**src/rtl/interrupt_controller.sv**
```systemverilog
// N-source interrupt controller: pending latch, masking, fixed priority, valid/ack/ret handshake.
// Latency 2 cycles src_req -> irq_valid; irq_valid holds until irq_ack. Optional macro IRQ_EDGE_TRIG_EN.
module interrupt_controller #(
    parameter int                 NUM_SRC  = 8,
    parameter int                 ID_W     = 3,
    parameter logic [NUM_SRC-1:0] NMI_MASK = NUM_SRC'(1)
) (
    input  logic               clk,
    input  logic               rst,
    input  logic [NUM_SRC-1:0] src_req,
    input  logic [NUM_SRC-1:0] src_en,
    input  logic               glob_en,
    input  logic               irq_ack,
    input  logic               irq_ret,
    output logic               irq_valid,
    output logic [ID_W-1:0]    irq_id,
    output logic               in_service,
    output logic [NUM_SRC-1:0] pend
);

    typedef enum logic [1:0] {
        ST_IDLE    = 2'd0,
        ST_PEND    = 2'd1,
        ST_SERVICE = 2'd2
    } state_e;

    state_e             state_q;
    logic               irq_valid_q;
    logic [ID_W-1:0]    irq_id_q;
    logic               in_service_q;
    logic [NUM_SRC-1:0] pend_q;
    logic [NUM_SRC-1:0] pend_d;
    logic [NUM_SRC-1:0] set_ev;
    logic [NUM_SRC-1:0] clr_ev;
    logic [NUM_SRC-1:0] eligible;
    logic [ID_W-1:0]    win_id;
    logic               any_elig;

`ifdef IRQ_EDGE_TRIG_EN
    logic [NUM_SRC-1:0] src_req_q;

    always_ff @(posedge clk) begin
        if (rst) begin
            src_req_q <= '0;
        end else begin
            src_req_q <= src_req;
        end
    end

    assign set_ev = src_req & ~src_req_q;
`else
    assign set_ev = src_req;
`endif

    // Only an accepted ack clears, and only the bit actually presented.
    always_comb begin
        clr_ev = '0;
        for (int i = 0; i < NUM_SRC; i++) begin
            if ((state_q == ST_PEND) && irq_ack && (irq_id_q == ID_W'(i))) begin
                clr_ev[i] = 1'b1;
            end
        end
    end

    assign pend_d   = set_ev | (pend_q & ~clr_ev);
    assign eligible = pend_q & src_en & ({NUM_SRC{glob_en}} | NMI_MASK);
    assign any_elig = |eligible;

    // Scan from the top down so the lowest eligible index is the last write.
    always_comb begin
        win_id = '0;
        for (int i = NUM_SRC - 1; i >= 0; i--) begin
            if (eligible[i]) begin
                win_id = ID_W'(i);
            end
        end
    end

    always_ff @(posedge clk) begin
        if (rst) begin
            state_q      <= ST_IDLE;
            irq_valid_q  <= 1'b0;
            irq_id_q     <= '0;
            in_service_q <= 1'b0;
            pend_q       <= '0;
        end else begin
            pend_q <= pend_d;
            case (state_q)
                ST_IDLE: begin
                    if (any_elig) begin
                        state_q     <= ST_PEND;
                        irq_valid_q <= 1'b1;
                        irq_id_q    <= win_id;
                    end
                end
                ST_PEND: begin
                    if (irq_ack) begin
                        state_q      <= ST_SERVICE;
                        irq_valid_q  <= 1'b0;
                        in_service_q <= 1'b1;
                    end
                end
                ST_SERVICE: begin
                    if (irq_ret) begin
                        state_q      <= ST_IDLE;
                        in_service_q <= 1'b0;
                    end
                end
                default: begin
                    state_q      <= ST_IDLE;
                    irq_valid_q  <= 1'b0;
                    in_service_q <= 1'b0;
                end
            endcase
        end
    end

    assign irq_valid  = irq_valid_q;
    assign irq_id     = irq_id_q;
    assign in_service = in_service_q;
    assign pend       = pend_q;

endmodule
```
**config.mk**
```make
export PLATFORM = sky130hd
export DESIGN_NAME = interrupt_controller
export DESIGN_NICKNAME = d
export VERILOG_FILES = /design/src/rtl/interrupt_controller.sv
export SDC_FILE = /design/constraint.sdc
export NUM_CORES = 1
export LEC_CHECK = 0
export ABC_AREA = 0
export CORE_MARGIN = 5
export CORE_UTILIZATION = 35
export CTS_CLUSTER_DIAMETER = 200
export CTS_CLUSTER_SIZE = 24
export DETAILED_ROUTE_END_ITERATION = 8
export GPL_ROUTABILITY_DRIVEN = 0
export PLACE_DENSITY = 0.73
export SLEW_MARGIN = 0
export SYNTH_ARGS = -nofsm -noshare
export SYNTH_HDL_FRONTEND = slang
export SYNTH_SLANG_ARGS = --single-unit
```
**constraint.sdc**
```tcl
create_clock -name clk -period 1.34 [get_ports clk]
set_clock_uncertainty 0.15 [all_clocks]
set_input_delay 0.134 -clock clk [delete_from_list [all_inputs] [get_ports clk]]
set_output_delay 0.134 -clock clk [all_outputs]
set_load 0.005 [all_outputs]
```
=== After elaboration in Yosys (flattened, before gate mapping) ===
Index checks and enable logic that the tools add are counted.

* Register bits after elaboration: 15

* Equal/unequal tests: 12
* Mux-type cells: 26
* Bitwise logic cells: 7
* Reduce and logical (&&, ||, !) cells: 16

{| class="wikitable"
|+ Operators by type and width
! cell !! count
|-
| bitwise AND 8 bit || 3
|-
| 2-to-1 mux 3 bit || 8
|-
| == test 3 bit, second input constant || 4
|-
| 2-to-1 mux 1 bit || 12
|-
| logical AND 1 bit || 9
|-
| AND reduction 3 bit || 3
|-
| NOT 8 bit || 1
|-
| bitwise OR 8 bit || 1
|-
| OR reduction 8 bit || 1
|-
| == test 3 x 2 -> 1 bit, second input constant || 2
|-
| 2-to-1 mux 2 bit || 3
|-
| != test 2 bit, second input constant || 3
|-
| one-hot mux 1 bit (3 select lines) || 2
|-
| one-hot mux 2 bit (3 select lines) || 1
|-
| == test 3 x 1 -> 1 bit, second input constant || 1
|-
| logical NOT 3 bit || 1
|-
| == test 2 x 1 -> 1 bit, second input constant || 1
|-
| == test 2 bit, second input constant || 1
|-
| logical NOT 2 bit || 1
|-
| NOT 1 bit || 2
|-
| AND reduction 2 bit || 1
|}

=== Longest topological paths before layout ===
Gate-level depths: netlist of run 1.

* Depth in word-level cells: 10
* Depth in mapped cells: 4
* Depth with buffers taken out: 4

=== Least setup slack after synthesis of run 1 ===
Ideal clock, no wire load.

* Kind: register to register
* From: reg state_q[0]
* To: reg pend_q[0] (netlist: pend[0])
* Setup time: 0.132 ns
* Arrival: 1.048 ns
* Required time: 1.058 ns
* Path slack: 0.010 ns
* Cell stages (with the launch flop): 5
* Cell sequence: dfxtp_1 -> nand3b_1 -> or2_4 -> o31ai_1 -> a21oi_1

* Longest elaborated chain between the ends: 7

{| class="wikitable"
|+ RTL lines
! item !! line !! text
|-
| start: declaration || 27 || <nowiki>state_e state_q;</nowiki>
|-
| start signal: assignment || 81 || <nowiki>state_q <= ST_IDLE;</nowiki>
|-
| start signal: assignment || 91 || <nowiki>state_q <= ST_PEND;</nowiki>
|-
| start signal: assignment || 98 || <nowiki>state_q <= ST_SERVICE;</nowiki>
|-
| == test 2 x 1 -> 1 bit || 59 || <nowiki>if ((state_q == ST_PEND) && irq_ack && (irq_id_q == ID_W'(i))) begin</nowiki>
|-
| logical AND 1 bit (2 in series) || 59 ||
|-
| 2-to-1 mux 1 bit || 59 ||
|-
| NOT 8 bit || 65 || <nowiki>assign pend_d = set_ev | (pend_q & ~clr_ev);</nowiki>
|-
| bitwise AND 8 bit || 65 ||
|-
| bitwise OR 8 bit || 65 ||
|-
| end signal: assignment || 87 || <nowiki>pend_q <= pend_d;</nowiki>
|-
| end: declaration || 31 || <nowiki>logic [NUM_SRC-1:0] pend_q;</nowiki>
|}

No other way between the ends.
A chain may end at the register's enable or synchronous reset.

=== Worst setup path after layout of run 1 ===
* From: reg state_q[1]
* To: reg pend_q[1] (netlist: pend[1])

Same word-level chain as after synthesis.

==> results of run 1 <==
==> layout by cell type (no fill, tap or decap), types with 2 or more instances in the layout <==
| cell type | instances |
|---|---|
| sky130_fd_sc_hd__nor2_1 | 4 |
| sky130_fd_sc_hd__buf_4 | 22 |
| sky130_fd_sc_hd__buf_6 | 2 |
| sky130_fd_sc_hd__a21oi_1 | 10 |
| sky130_fd_sc_hd__dfxtp_4 | 3 |
| sky130_fd_sc_hd__dlygate4sd2_1 | 13 |
| sky130_fd_sc_hd__nand2b_1 | 2 |
| sky130_fd_sc_hd__clkdlybuf4s50_1 | 20 |
| sky130_fd_sc_hd__clkbuf_4 | 3 |
| sky130_fd_sc_hd__o21ai_0 | 3 |
| sky130_fd_sc_hd__a21oi_2 | 2 |
| sky130_fd_sc_hd__o21ai_2 | 4 |
| sky130_fd_sc_hd__nand2_1 | 8 |
| sky130_fd_sc_hd__inv_1 | 9 |
| sky130_fd_sc_hd__o21ai_1 | 2 |
| sky130_fd_sc_hd__dfxtp_2 | 12 |
==> state kept, by name, summed over array words and instances (netlist names) <==
register,cells
pend,8
irq_id,3
state_q,2
in_service,1
irq_valid,1
==> worst min path at each step <==
| stage | to | slack (ps) | depth (start not counted) |
|---|---|---|---|
| 2_1_floorplan | irq_id[1] | 50 | 1 |
| 3_3_place_gp | in_service | 290 | 2 |
| 3_5_place_dp | irq_valid | 310 | 2 |
| 4_1_cts | pend[0] | 210 | 3 |
| 5_1_grt | pend[7] | 230 | 3 |
| 6_report | pend[4] | 220 | 3 |
==> power breakdown <==
group          leakage [µW]  total (µW)  switching (µW)  internal [µW]
Clock             0.0000177         269             158            111
Combinational      0.000467         424             184            240
Sequential         0.000130         527            37.1            490
==> metrics by stage <==
stage	worst slack (ps)	total power, µW	std cells	hold WS (ps)
after global routing	-81.5	1290	173	228
after CTS	-3.17	1180	171	213
final	-40.4	1220	173	216
after floorplan	10.1	659	86	50.2
after detailed placement	-272	887	163	309
after global placement	-279	881	163	294
==> metal layers <==
metal | part of all wire (%) | vias to the layer above | global-route usage (%)
met3 | 6.8 | 6 | 4.66
met5 | 0 | - | 0
met1 | 41 | 408 | 21.4
met2 | 50 | 45 | 31.4
met4 | 2.3 | 0 | 6.25
li1 | - | 438 | -
==> kinds of logic (layout without fill, tap and decap cells) <==
| family | Yosys count | count (layout) | synth area share (%) |
|---|---|---|---|
| multiplexers | 1 | 1 | 1.39 |
| flip-flops | 15 | 15 | 41.7 |
| AND/OR/NAND/NOR | 24 | 24 | 19.0 |
| AO/OA/AOI/OAI | 36 | 36 | 32.7 |
| buffers and inverters | 10 | 70 | 5.22 |
==> cell type report <==
cell class,count,area (µm²)
clock buffers,3,22.5
clock inverters,1,5.00
fillers,162,564
inverters,9,33.8
multi-input cells,61,474
flip-flops and latches,15,327
well taps,27,33.8
repair buffers,57,502
==> worst register-to-register path: cells and delay by family, from the launching register on <==
kind            cells  cell delay, ps
flops               1             360
simple gates        3             620
compound gates      1             160
==> repair_timing <==
item	4_1_cts	5_1_grt
buffers inserted	5	2
pin swaps	6	5
setup endpoints to repair	17	8
endpoints found under the hold margin	0	0
resized for setup	39	14
==> flow_summary.rst, run 1 <==
.. list-table::
   :header-rows: 1

   * - Metric
     - Value
   * - Maximum number of pins on one net before global-route repair
     - 10
   * - Iteration-0 DRC count of the detailed router
     - 37
   * - Worst hold path class
     - primary input to register
   * - Cell area after placement
     - 1210 µm²
   * - Nets in the synthesized netlist
     - 107
   * - Clock buffer count from CTS
     - 3
   * - Post-Synthesis Mean Instance Area
     - 8.37 µm²
   * - Outcome
     - finished with violations
   * - Post-route cell area
     - 1400 µm²
   * - Ordered list of cells on the worst path
     - nand4b_1, or3_1, a21oi_2, nor2_1
   * - Overflow left after global routing
     - 0
   * - Overall via count from detail_route
     - 897
   * - Worst endpoint data arrival time
     - 1420 ps
   * - Sum of negative setup slack
     - -61.9 ps
   * - Final antenna diode count
     - 0
   * - Number of ports placed on the die boundary
     - 34
   * - Launch point of the worst hold path
     - src_req[4]
   * - Vertical die dimension
     - 55.3 µm
   * - Finish-stage setup viols
     - 4
   * - Count of flip-flops with a built-in enable after synthesis
     - 0
   * - Worst r2r dst
     - pend[1]
   * - Number of different library cells in the post-synthesis netlist
     - 31
   * - Number of nets with antenna violations after detailed routing
     - 0
   * - Most frequent cells after synthesis
     - sky130_fd_sc_hd__dfxtp_1, sky130_fd_sc_hd__a21oi_1, sky130_fd_sc_hd__inv_1, sky130_fd_sc_hd__nand2_1, sky130_fd_sc_hd__o21ai_0
   * - Crit Path Max Fanout
     - 4
   * - Worst rel slew slack
     - 79.4%
   * - Async set-or-reset flop fraction in the synthesized netlist
     - 0%
   * - Capture point of the critical path
     - pend[1]
   * - Port Buffers
     - 33
   * - P_leak
     - 0.000614 µW
   * - Max rail drop VDD
     - 619 µV
   * - Post-route DRC
     - 0
   * - Core occupancy in the finished layout
     - 71.2%
   * - Failing checks
     - setup timing
   * - Fin crit period
     - 1380 ps
   * - Worst-case reg-to-reg path depth
     - 4
   * - Number of synthesized register bits
     - 15
   * - Growth of design area from synthesis to finish
     - 94.3%
   * - Reported max-cap violation count
     - 0
   * - TritonCTS clock tree
     - built
   * - Final number of hold-violating endpoints
     - 0
   * - Number of H-tree branching levels
     - 1
   * - Vias/cell
     - 5.18
   * - Start point of the critical path
     - state_q[1]
   * - Setup slack after layout
     - -40.4 ps
   * - GRT Resource Usage Total
     - 18.1%
   * - Router iterations before antenna repair
     - 6
   * - Most common cell in the synthesized netlist
     - sky130_fd_sc_hd__dfxtp_1
   * - First-pass GRT wire length
     - 4490 µm
   * - Slew @ Worst Pin
     - 309 ps
   * - Pwr/cell area
     - 874 nW/µm²
   * - Max-slew violation count
     - 0
   * - Share of the synthesized area in the top cell type
     - 41.7%
   * - Worst stage delay on the critical path
     - 360 ps
   * - Final period util
     - 103%
   * - Floorplan die area
     - 3060 µm²
   * - Total Nets Final
     - 168
   * - Setup repair after global routing missed its margin
     - true
   * - Netlist Area Pre-Place
     - 719 µm²
   * - Register-to-Register Setup Slack
     - -40 ps
   * - Number of global-route vias before repair
     - 923
   * - WL/cell
     - 15.8 µm
   * - Clk buf depth
     - 2
   * - Type of the worst setup path
     - register to register
   * - Root buffer cell
     - sky130_fd_sc_hd__clkbuf_4
   * - Share of final-layout standard cells stronger than drive strength 1
     - 43.2%
   * - Initial antenna violation count
     - 0
   * - Hold bufs inserted after CTS
     - 0
   * - Count of clock tree sinks
     - 15
   * - Initial Util
     - 36.7%
   * - Horizontal extent of the die
     - 55.3 µm
   * - Buf+Inv Stages, Crit Path
     - 0
   * - Insertion delay to the later sink of the worst-skew pair
     - 290 ps
   * - Flip-flop cell with the highest count after synthesis
     - sky130_fd_sc_hd__dfxtp_1
   * - R2r startpoint
     - state_q[1]
   * - Clock-pin slew of the registers on the worst-case setup and hold paths
     - 100 ps
   * - Startpoint class of the critical path
     - register
   * - Cell at the slowest stage of the critical path
     - sky130_fd_sc_hd__dfxtp_4
   * - Leading area contributor after synthesis
     - sky130_fd_sc_hd__dfxtp_1
   * - Data required time at the worst endpoint
     - 1380 ps
   * - DP Wirelength
     - 1900 µm
   * - Number of warnings reported in the yosys synthesis log
     - 0
   * - Number of stages on the worst setup path
     - 4
   * - Routed Wire Length
     - 2730 µm
   * - Total core area
     - 1960 µm²
   * - Post-Synthesis Cells
     - 86
   * - Number of core rows
     - 16
   * - Fmax achieved
     - 724 MHz
   * - Synth top area cells
     - sky130_fd_sc_hd__dfxtp_1, sky130_fd_sc_hd__a21oi_1, sky130_fd_sc_hd__inv_1
   * - Endpoint class of the critical path
     - register
   * - Sequential element share of the synthesized area
     - 41.7%
   * - Cell family with most CP delay
     - simple AND/OR/NAND/NOR gates
Power figures use the tool's default switching activity.
==> run 2, diff against run 1 <==
CAP_MARGIN = 25   (was default)
GPL_ROUTABILITY_DRIVEN = default   (was 0)
==> results of run 2 <==
Final layout, timing and power as in run 1 (identical DEF).
==> run 3, diff against run 2 <==
CORE_UTILIZATION = 52   (was 35)
DONT_BUFFER_PORTS = 1   (was default)
PLACE_DENSITY = 0.7   (was 0.73)
SKIP_LAST_GASP = 1   (was default)
SLEW_MARGIN = default   (was 0)
==> run 3 against run 2 <==
The run ends with hold timing, setup timing left; count of clock-buffer cells in the layout stayed put; clock power is 2% lower; non-clock buffer count is 39 lower; wire length is 23% lower; sequential power is 0.8% higher; register-to-register slack better by 20 ps; largest power group unchanged; largest cell class is now multi-input combinational cells.
==> flow_summary.rst, run 3 (synthesis results as in run 1) <==
.. list-table::
   :header-rows: 1

   * - Metric
     - Value
   * - Overflow left after global routing
     - 0 (unchanged)
   * - Pwr/cell area
     - 1080 nW/µm² (+24%)
   * - Reported max-cap violation count
     - 0 (unchanged)
   * - Clock-pin slew of the registers on the worst-case setup and hold paths
     - 100 ps (about the same)
   * - Total core area
     - 1300 µm² (-34%)
   * - Crit Path Max Fanout
     - 4 (unchanged)
   * - Endpoint class of the critical path
     - register
   * - Leading cell type in the layout, fill and taps excluded
     - sky130_fd_sc_hd__buf_4
   * - Fmax achieved
     - 737 MHz (+1.8%)
   * - Growth of design area from synthesis to finish
     - 35.3%
   * - Total Nets Final
     - 129 (-23%)
   * - Max-slew violation count
     - 0 (unchanged)
   * - Register-to-Register Setup Slack
     - -20 ps (+20 ps)
   * - Root buffer cell
     - sky130_fd_sc_hd__clkbuf_4
   * - Launch point of the worst hold path
     - rst
   * - Maximum number of pins on one net before global-route repair
     - 17 (+7)
   * - GRT Resource Usage Total
     - 20.9% (+2.8 points)
   * - Worst hold endpoint
     - pend[2]
   * - Worst stage delay on the critical path
     - 350 ps (about the same)
   * - Iteration-0 DRC count of the detailed router
     - 41 (+11%)
   * - Ordered list of cells on the worst path
     - nand3b_1, or2_4, o21ai_1, a21oi_1
   * - Finish-stage setup viols
     - 1 (-3)
   * - Share of final-layout standard cells stronger than drive strength 1
     - 43.9% (+0.77 points)
   * - Post-route DRC
     - 0 (unchanged)
   * - Internal power
     - 738 µW (-12%)
   * - Buf+Inv Stages, Crit Path
     - 0 (unchanged)
   * - Failing checks
     - hold timing, setup timing
   * - Portion of total power attributed to combinational logic
     - 24.5% (-10 points)
   * - Number of H-tree branching levels
     - 1 (unchanged)
   * - Vertical die dimension
     - 47.2 µm (-15%)
   * - Worst hold path class
     - primary input to register
   * - R2r startpoint
     - state_q[1]
   * - Worst endpoint data arrival time
     - 1380 ps (-40 ps)
   * - Number of global-route vias before repair
     - 685 (-26%)
   * - Setup repair after global routing missed its margin
     - true
   * - Final period util
     - 101% (-1.8 points)
   * - Flip-flop count of the largest register, all copies and words added
     - 8 (unchanged)
   * - Switching share of total power
     - 30.0% (-1.1 points)
   * - Slew @ Worst Pin
     - 303 ps (-5.96 ps)
   * - Top library cells by usage in the layout, fill and taps aside
     - sky130_fd_sc_hd__buf_4, sky130_fd_sc_hd__a21oi_1, sky130_fd_sc_hd__inv_1, sky130_fd_sc_hd__nand2_1, sky130_fd_sc_hd__dfxtp_2
   * - Final antenna diode count
     - 0 (unchanged)
   * - Worst-case reg-to-reg path depth
     - 4 (unchanged)
   * - Floorplan die area
     - 2230 µm² (-27%)
   * - Horizontal extent of the die
     - 47.2 µm (-15%)
   * - Final non-filler cell total
     - 122 (-29%)
   * - Fraction of power consumed by sequential logic
     - 50.4% (+7.2 points)
   * - Count of clock tree sinks
     - 15 (unchanged)
   * - Cell family with most CP delay
     - simple AND/OR/NAND/NOR gates
   * - Port Buffers
     - 0 (-100%)
   * - Final number of hold-violating endpoints
     - 15 (+15)
   * - DP Wirelength
     - 1480 µm (-22%)
   * - Placed cell count
     - 115 (-29%)
   * - Fin crit period
     - 1360 ps (-24.0 ps)
   * - Outcome
     - finished with violations
   * - Routed Wire Length
     - 2110 µm (-23%)
   * - Startpoint class of the critical path
     - register
   * - Hold path cells
     - 1 (-2)
   * - Max rail drop VDD
     - 603 µV (-2.6%)
   * - First-pass GRT wire length
     - 3310 µm (-26%)
   * - Worst r2r dst
     - pend[4]
   * - Initial antenna violation count
     - 0 (unchanged)
   * - Fin Hold WS
     - -256 ps (-472 ps)
   * - TritonCTS clock tree
     - built
   * - Insertion delay to the later sink of the worst-skew pair
     - 280 ps (about the same)
   * - Initial Util
     - 55.3% (+19 points)
   * - Clock buffer count from CTS
     - 3 (unchanged)
   * - Number of fillers in the final layout
     - 103 (-36%)
   * - Vias/cell
     - 6.06 (+17%)
   * - P_leak
     - 0.000410 µW (-33%)
   * - Number of ports placed on the die boundary
     - 34 (unchanged)
   * - Proportion of power drawn by the clock network
     - 25.1% (+3.0 points)
   * - Setup slack after layout
     - -16.4 ps (+24.0 ps)
   * - Cell at the slowest stage of the critical path
     - sky130_fd_sc_hd__dfxtp_2
   * - Switching Power
     - 316 µW (-17%)
   * - Router iterations before antenna repair
     - 4 (-2)
   * - Number of nets with antenna violations after detailed routing
     - 0 (unchanged)
   * - Worst rel slew slack
     - 79.8% (+0.42 points)
   * - Worst slack after detailed placement
     - -50.2 ps (+222 ps)
   * - Data required time at the worst endpoint
     - 1360 ps (-20 ps)
   * - Type of the worst setup path
     - register to register
   * - Clk buf depth
     - 2 (unchanged)
   * - Overall via count from detail_route
     - 739 (-18%)
   * - Global placement routability congestion
     - 0.813
   * - Number of core rows
     - 13 (-3)
   * - WL/cell
     - 17.3 µm (+9.5%)
run 3: cell types whose count changed in the layout (fill, tap and decap cells not counted), sizes merged:
cell	before	now
dlygate4sd2	13	0
clkdlybuf4s50	20	0
buf	24	18
run 3: per-stage QoR:
stage	TNS [ps]	hold slack [ps]	utilization, %	area (µm²)	total power, µW
final	-16.4	-256	74.8	973	1050
after global routing	-286	-273	74.8	973	1110
after CTS	0	-262	72.3	941	1040
after detailed placement	-61.1	54.0	65.1	847	744
after global placement	-16.1	53.6	65.1	847	741
after floorplan	0	50.2	-	719	659
run 3: worst max path at each step:
stage,cells past startpoint,slack (ps),to,startpoint
global route,4,-80,pend[4],state_q[1]
finish,4,-20,pend[4],state_q[1]
CTS,4,6,state_q[0],pend[1]
floorplan,4,10,pend[0],state_q[0]
detailed placement,4,-50,state_q[0],pend[4]
global placement,4,-20,state_q[0],pend[1]
run 3: metal layers:
| metal | track usage [%] | part of all wire (%) | vias to the layer above |
|---|---|---|---|
| met5 | 0 | 0 | - |
| li1 | - | - | 353 |
| met4 | 4.97 | 1.0 | 0 |
| met3 | 4.60 | 9.0 | 2 |
| met2 | 29.0 | 45 | 37 |
| met1 | 32.3 | 45 | 347 |
run 3: cell type report:
cell class	count	area, µm²	area share [%]
flip-flops and latches	15	315	32.4
clock inverters	1	5.00	0.514
multi-input cells	61	443	45.5
repair buffers	18	135	13.9
well taps	15	18.8	1.93
clock buffers	3	22.5	2.31
inverters	9	33.8	3.47
run 3: repair_timing:
item / CTS / global route
pin swaps: 4 / 4
hold endpoints to repair: 15 / 15
setup buffers: 3 / 0
endpoints found under the setup margin: 3 / 7
gates resized for setup: 15 / 7
run 3: power groups by stage:
stage | clock network [µW] | registers (µW) | logic, µW
floorplan | 0 | 533 | 126
global placement | 0 | 533 | 208
detailed placement | 0 | 533 | 211
CTS | 268 | 529 | 244
global route | 292 | 537 | 282
finish | 264 | 531 | 258
